## config.mk

```make
export PLATFORM = sky130hd
export DESIGN_NAME = msm_batch_seq
export DESIGN_NICKNAME = d
export VERILOG_FILES = /design/src/rtl/msm_batch_seq.sv
export SDC_FILE = /design/constraint.sdc
export NUM_CORES = 2
export LEC_CHECK = 0
export ABC_AREA = 1
export CAP_MARGIN = 20
export CORE_MARGIN = 2
export CORE_UTILIZATION = 35
export CTS_CLUSTER_DIAMETER = 120
export DETAILED_ROUTE_END_ITERATION = 8
export MAX_ROUTING_LAYER = met4
export PLACE_DENSITY = 0.56
export SKIP_LAST_GASP = 1
export SYNTH_ARGS = -nofsm -noshare
export SYNTH_HDL_FRONTEND = slang
export SYNTH_SLANG_ARGS = --single-unit
```

## constraint.sdc

```tcl
create_clock -name i_clk -period 160.5 [get_ports i_clk]
set_input_delay 16.05 -clock i_clk [delete_from_list [all_inputs] [get_ports i_clk]]
set_output_delay 16.05 -clock i_clk [all_outputs]
set_load 0.1 [all_outputs]
```

## src/rtl/msm_batch_seq.sv

```systemverilog
// Sequences MSB-first batched double-and-add commands for a shared G1 Jacobian point unit.
// Latency: all-zero scalars finish 1+DAT_BITS*(1+N) cycles after start; N=0 finishes the next cycle.
// Backpressure: a command is held stable until i_cmd_rdy; only one command is outstanding at a time.
module msm_batch_seq #(
   parameter int DAT_BITS = 256,
   parameter int NUM_IN   = 8,
   parameter int IDX_BITS = $clog2(NUM_IN)
) (
   input  logic                i_clk,
   input  logic                i_rst,
   input  logic                i_scl_wr,
   input  logic [IDX_BITS-1:0] i_scl_addr,
   input  logic [DAT_BITS-1:0] i_scl_dat,
   input  logic [IDX_BITS:0]   i_num,
   input  logic                i_start,
   output logic                o_busy,
   output logic                o_done,
   output logic                o_res_inf,
   output logic                o_cmd_val,
   input  logic                i_cmd_rdy,
   output logic                o_cmd_op,
   output logic [IDX_BITS-1:0] o_cmd_idx,
   input  logic                i_res_val,
   output logic [15:0]         o_dbl_cnt,
   output logic [15:0]         o_add_cnt
);

   localparam int BIT_W = (DAT_BITS > 1) ? $clog2(DAT_BITS) : 1;
   localparam int CNT_W = IDX_BITS + 1;
   localparam logic [CNT_W-1:0] N_MAX = CNT_W'(NUM_IN);
   localparam logic [BIT_W-1:0] I_TOP = BIT_W'(DAT_BITS - 1);

   localparam logic [2:0] S_IDLE     = 3'd0;
   localparam logic [2:0] S_BIT      = 3'd1;
   localparam logic [2:0] S_DBL      = 3'd2;
   localparam logic [2:0] S_DBL_WAIT = 3'd3;
   localparam logic [2:0] S_SCAN     = 3'd4;
   localparam logic [2:0] S_ADD      = 3'd5;
   localparam logic [2:0] S_ADD_WAIT = 3'd6;
   localparam logic [2:0] S_DONE     = 3'd7;

   logic [2:0]          state;
   logic [DAT_BITS-1:0] scl [NUM_IN];
   logic [CNT_W-1:0]    n_q;
   logic [CNT_W-1:0]    n_in;
   logic [BIT_W-1:0]    bit_i;
   logic [IDX_BITS-1:0] j_q;
   logic                inf_q;
   logic                res_inf_q;
   logic [15:0]         dbl_cnt;
   logic [15:0]         add_cnt;
   logic                last_j;
   logic                cur_bit;
   logic [2:0]          adv_state;
   logic [IDX_BITS-1:0] adv_j;
   logic [BIT_W-1:0]    adv_bit;

   // Outputs decode straight from state so reset drops the command valid without waiting for a clock.
   assign o_busy    = (state != S_IDLE);
   assign o_done    = (state == S_DONE);
   assign o_res_inf = (state == S_DONE) ? inf_q : res_inf_q;
   assign o_cmd_val = (state == S_DBL) || (state == S_ADD);
   assign o_cmd_op  = (state == S_ADD);
   assign o_cmd_idx = (state == S_ADD) ? j_q : '0;
   assign o_dbl_cnt = dbl_cnt;
   assign o_add_cnt = add_cnt;

   // Clamp the requested count, and work out the step to the next scalar or the next lower bit.
   always_comb begin
      n_in      = (i_num > N_MAX) ? N_MAX : i_num;
      last_j    = ({1'b0, j_q} == (n_q - CNT_W'(1)));
      cur_bit   = scl[j_q][bit_i];
      adv_state = S_SCAN;
      adv_j     = j_q + IDX_BITS'(1);
      adv_bit   = bit_i;
      if (last_j) begin
         adv_j = j_q;
         if (bit_i == '0) begin
            adv_state = S_DONE;
         end else begin
            adv_state = S_BIT;
            adv_bit   = bit_i - BIT_W'(1);
         end
      end
   end

   // Scalar slots are writable only while idle; reset wipes them.
   always_ff @(posedge i_clk or posedge i_rst) begin
      if (i_rst) begin
         for (int k = 0; k < NUM_IN; k++) scl[k] <= '0;
      end else if ((state == S_IDLE) && i_scl_wr && ({1'b0, i_scl_addr} < N_MAX)) begin
         scl[i_scl_addr] <= i_scl_dat;
      end
   end

   // Batch sequencer: one DBL per bit once the accumulator is finite, then an ADD per set scalar bit.
   always_ff @(posedge i_clk or posedge i_rst) begin
      if (i_rst) begin
         state     <= S_IDLE;
         n_q       <= '0;
         bit_i     <= '0;
         j_q       <= '0;
         inf_q     <= 1'b1;
         res_inf_q <= 1'b1;
         dbl_cnt   <= '0;
         add_cnt   <= '0;
      end else begin
         case (state)
            S_IDLE: begin
               if (i_start) begin
                  n_q     <= n_in;
                  bit_i   <= I_TOP;
                  inf_q   <= 1'b1;
                  dbl_cnt <= '0;
                  add_cnt <= '0;
                  state   <= (n_in == '0) ? S_DONE : S_BIT;
               end
            end
            S_BIT: begin
               j_q   <= '0;
               state <= inf_q ? S_SCAN : S_DBL;
            end
            S_DBL: begin
               if (i_cmd_rdy) begin
                  if (dbl_cnt != 16'hFFFF) dbl_cnt <= dbl_cnt + 16'd1;
                  state <= S_DBL_WAIT;
               end
            end
            S_DBL_WAIT: begin
               if (i_res_val) state <= S_SCAN;
            end
            S_SCAN: begin
               if (cur_bit) begin
                  state <= S_ADD;
               end else begin
                  state <= adv_state;
                  j_q   <= adv_j;
                  bit_i <= adv_bit;
               end
            end
            S_ADD: begin
               if (i_cmd_rdy) begin
                  if (add_cnt != 16'hFFFF) add_cnt <= add_cnt + 16'd1;
                  inf_q <= 1'b0;
                  state <= S_ADD_WAIT;
               end
            end
            S_ADD_WAIT: begin
               if (i_res_val) begin
                  state <= adv_state;
                  j_q   <= adv_j;
                  bit_i <= adv_bit;
               end
            end
            S_DONE: begin
               res_inf_q <= inf_q;
               state     <= S_IDLE;
            end
            default: state <= S_IDLE;
         endcase
      end
   end

endmodule

```

==> summary.log <==
INFO  outcome        run_status=finished clean
INFO  placed_design  finalWeightedCongestion=0.765
INFO  drt            dr.pass1.iters=5
INFO  synth          post_synthesis_instance_area=96400squm
INFO  synth          synth_seq_area_share=54.5%
INFO  run            number_of_maximum_capacitance_constraint_violations=0
INFO  clock_tree     post_cts.resized_instances=0
INFO  synth          ys_warn_count=0
INFO  synth          share_of_synthesized_flip_flops_with_an_asynchronous_set_or_reset=100%
INFO  cells_and_area final_stage_net_count=12022
INFO  cells_and_area design_area=109000squm
INFO  clock_tree     tritoncts.num_buffers=237
INFO  min_path       worstHoldPathType=reg -> reg
INFO  sta            report.final.setup_viol=0
INFO  placed_design  io_buffer_count=308
INFO  synth          yosysTopAreaCell=sky130_fd_sc_hd__dfrtp_1
INFO  pwr            peakVddDrop=0.0000119V
INFO  worst_setup_path cp_max_fo=85
INFO  drt            drt_drc_violations_left=0
INFO  sta            final.hold.worst_slack=0.471ns
INFO  pwr            powerDensity=19.9nW/um^2
INFO  synth          synth_seq_cells=2100
INFO  cells_and_area area_of_combinational_cells_with_multiple_inputs=37500squm
INFO  clock_tree     cts_htree_levels=4
INFO  clock_tree     cts_tree=built
INFO  clock_tree     latest_clock_arrival_within_the_worst_skew_pair=0.92ns
INFO  clock_tree     cts_post_setup_buffers_inserted=0
INFO  cells_and_area final-seq-area=52600squm
INFO  sta            timing.fmax=49.5MHz
INFO  sta            grt_setup_unrepaired=false
INFO  global_routing grt_start_max_net_pins=203
INFO  clock_tree     cts_buffer_depth=4
INFO  worst_setup_path type_of_the_worst_setup_path=in -> reg
INFO  floorplan      initial_utilization=35.2%
INFO  worst_setup_path arrival=21.02ns
INFO  synth          synth_ff_type=sky130_fd_sc_hd__dfrtp_1
INFO  placed_design  postPlaceCellArea=101000squm
INFO  worst_setup_path end_kind=register
INFO  synth          dominant_combinational_cell_family_by_area_after_synthesis=simple AND/OR/NAND/NOR gates
INFO  cells_and_area proportion_of_layout_cells_with_a_drive_suffix_above_1=4.87%
INFO  synth          postSynthCellCount=11956
INFO  global_routing grt_pass1_vias=76909
INFO  drt            avgRoutedWirePerCell=19.4um
INFO  synth          synth_simple_gate_area_share=26.0%
INFO  pwr            power_leakage=49.8nW
INFO  clock_tree     clock_pin_transition_on_the_worst_setup_and_hold_timing_paths=0.06ns
INFO  synth          syn_avg_cell_area=8.06squm
INFO  sta            worst_clock_skew=0.0766ns
INFO  placed_design  dp_hpwl=166000um
INFO  cells_and_area layout.filler_cells=28337
INFO  drt            drt_first_iter_violations=6638
INFO  drt            routed_wl=301000um
INFO  drt            antenna_violating_nets_post_route=0
INFO  floorplan      chipHeight=529um
INFO  synth          compound_gate_portion_of_the_synthesized_area=12.7%
INFO  floorplan      dieArea=280000squm
INFO  floorplan      fp-row-count=192
INFO  synth          netlist-cell-type-count=45
INFO  sta            slew-limit-headroom=24.6%
INFO  synth          synth_largest_type_area_fraction=54.4%
INFO  sta            finalSetupTns=0ns
INFO  worst_setup_path critPathLaunchType=input port
INFO  synth          yosys-mux-area-fraction=0%
INFO  cells_and_area syn_to_final_growth=12.9%
INFO  worst_setup_path crit_required=161.30ns
INFO  sta            final_max_slew_viol_count=0
INFO  sta            timing.final.crit_share=12.6%
INFO  synth          synth_fa_ha_area_share=0.0649%
INFO  global_routing grt_residual_overflow=0
INFO  synth          synth-edff-count=0
INFO  global_routing global_route.usage.total=22.0%
INFO  drt            detail_route.vias_per_cell=5.10
INFO  floorplan      ios=309
INFO  global_routing grt_antenna_before_repair=17
INFO  global_routing wire_length_of_the_first_global_routing_pass=470000um
INFO  sta            max_slew.worst_pin.slew=1.13ns
INFO  synth          postSynthNetCount=12230
INFO  drt            route.vias.total=79211
INFO  clock_tree     cts-hold-fix-buffers=0
INFO  synth          ys_top_cells_by_area=sky130_fd_sc_hd__dfrtp_1 (54%), sky130_fd_sc_hd__nand2_1 (11%), sky130_fd_sc_hd__nand3_1 (8.8%), sky130_fd_sc_hd__a21oi_1 (8.1%), sky130_fd_sc_hd__nor2_1 (5.8%)
INFO  clock_tree     clock_sink_count=2100
INFO  sta            timing.final.crit_period=20.22ns
INFO  pwr            fin_total_pwr=2.17mW
INFO  floorplan      die_width=529um
INFO  sta            finalHoldViolations=0
INFO  cells_and_area finalCoreUtilization=39.8%
INFO  floorplan      core=274000squm
INFO  clock_tree     clock_tree.root_cell=sky130_fd_sc_hd__clkbuf_16
INFO  synth          synth_xor_area_share=0.0545%
## layout make-up
cell class	count	share of cell area, %
inverter	472	1.68
clock inverter	65	0.795
antenna	7	0.0161
clock buffer	367	6.56
multi-input combinational	8481	34.4
timing repair buffer	456	4.10
sequential	2100	48.3
tap	3589	4.12
## metrics by stage
step / instances / setup WS (ns)
3_3_place_gp: 15094 / 139.42
3_5_place_dp: 15095 / 139.34
5_1_grt: 15537 / 139.94
2_1_floorplan: 11956 / 85.13
4_1_cts: 15527 / 140.33
6_report: 15537 / 140.28
## layout by cell type (no fill, tap or decap), types with 3 or more instances in the layout
cell                              netlist  final
sky130_fd_sc_hd__o22ai_1                4      4
sky130_fd_sc_hd__nand3_1             1702   1700
sky130_fd_sc_hd__clkbuf_8               0     72
sky130_fd_sc_hd__a31oi_1                5      5
sky130_fd_sc_hd__dfrtp_4                0      6
sky130_fd_sc_hd__xnor2_1                3      3
sky130_fd_sc_hd__inv_1                465    462
sky130_fd_sc_hd__xor2_1                 3      3
sky130_fd_sc_hd__clkbuf_16              0    237
sky130_fd_sc_hd__nor2_4                 0      3
sky130_fd_sc_hd__buf_4                 79    126
sky130_fd_sc_hd__clkdlybuf4s50_1        0    308
sky130_fd_sc_hd__nor2_2                 2      4
sky130_fd_sc_hd__clkinv_16              0      4
sky130_fd_sc_hd__nand4_1               13     13
sky130_fd_sc_hd__and3_1                 3      3
sky130_fd_sc_hd__o21ai_0              772    772
sky130_fd_sc_hd__buf_12                 0     18
sky130_fd_sc_hd__nor2_1              1497   1492
sky130_fd_sc_hd__clkinv_2               0     37
sky130_fd_sc_hd__inv_6                  1      4
sky130_fd_sc_hd__o21ai_1               28     28
sky130_fd_sc_hd__nor3_1                18     18
sky130_fd_sc_hd__inv_2                  6      4
sky130_fd_sc_hd__a21oi_1             1561   1561
sky130_fd_sc_hd__ha_1                   5      5
sky130_fd_sc_hd__inv_16                 0      3
sky130_fd_sc_hd__nand2_1             2805   2805
sky130_fd_sc_hd__o211ai_2              10     10
sky130_fd_sc_hd__diode_2                0      7
sky130_fd_sc_hd__dfrtp_1             2098   2092
sky130_fd_sc_hd__a21oi_2                3      3
sky130_fd_sc_hd__bufinv_16              0     16
sky130_fd_sc_hd__inv_8                  0      4
sky130_fd_sc_hd__nor4_4                 0      6
sky130_fd_sc_hd__o211ai_1              17     17
sky130_fd_sc_hd__clkbuf_1             346     58
sky130_fd_sc_hd__or2_2                  4      4
## synth_stat cells (all sizes together) (4+ instances only)
cell / instances
o21ai: 800
nor2: 1499
dfrtp: 2098
nor3: 20
ha: 5
nand4: 13
clkbuf: 346
nand3: 1704
o22ai: 4
a21oi: 1564
inv: 472
a31oi: 5
nor4: 8
buf: 557
or2: 4
nand2: 2807
o211ai: 27
## worst paths after layout
| kind | slack (ns) | cells after the start | startpoint | end |
|---|---|---|---|---|
| max in group asynchronous | 141.08 | 6 | i_rst | scl[913]$_DFFE_PP0P_ |
| setup reg to reg | 154.31 | 24 | j_q[0]$_DFFE_PP0P_ | j_q[2]$_DFFE_PP0P_ |
| hold / removal | 0.47 | 1 | o_add_cnt[2]$_DFFE_PP0P_ | o_add_cnt[2]$_DFFE_PP0P_ |
| setup / recovery | 140.28 | 9 | i_scl_wr | scl[1054]$_DFFE_PP0P_ |
| min in group asynchronous | 15.75 | 2 | i_rst | scl[875]$_DFFE_PP0P_ |
| hold reg to reg | 0.47 | 1 | o_add_cnt[2]$_DFFE_PP0P_ | o_add_cnt[2]$_DFFE_PP0P_ |
## power breakdown
part / internal, mW / switching [mW]
Combinational: 0.258 / 0.481
Sequential: 0.755 / 0.119
Clock: 0.330 / 0.227
## cell families (layout without fill, tap and decap cells)
| family | Yosys count | count (layout) |
|---|---|---|
| buffers and inverters | 1375 | 1360 |
| flip-flops | 2100 | 2100 |
| AO/OA/AOI/OAI | 2412 | 2412 |
| other | 0 | 7 |
| adder cells (fa/ha/maj) | 5 | 5 |
| XOR/XNOR | 6 | 6 |
| AND/OR/NAND/NOR | 6058 | 6058 |
## sequential cells by signal (all words and copies together), names as in the netlist
name	count
scl	2048
o_add_cnt	16
o_dbl_cnt	16
bit_i	8
n_q	4
j_q	3
state	3
inf_q	1
res_inf_q	1
## critical path, cell delays in order
cell	delay (ns)
sky130_fd_sc_hd__clkdlybuf4s50_1	0.74
sky130_fd_sc_hd__nand2_1	0.45
sky130_fd_sc_hd__nor4_4	0.28
sky130_fd_sc_hd__buf_4	0.57
sky130_fd_sc_hd__buf_4	0.89
sky130_fd_sc_hd__buf_4	0.75
sky130_fd_sc_hd__buf_4	0.86
sky130_fd_sc_hd__nor2_1	0.10
sky130_fd_sc_hd__a21oi_1	0.14
## metal layers
layer  wire length (um)  share of wire, %  global-route usage (%)
met5                  0                 0                       -
met1             139000                46                    29.6
met2             139000                46                    34.8
met3              15400               5.1                    3.01
met4               7900               2.6                    5.59
No activity file was read; power rests on OpenSTA's default activity.
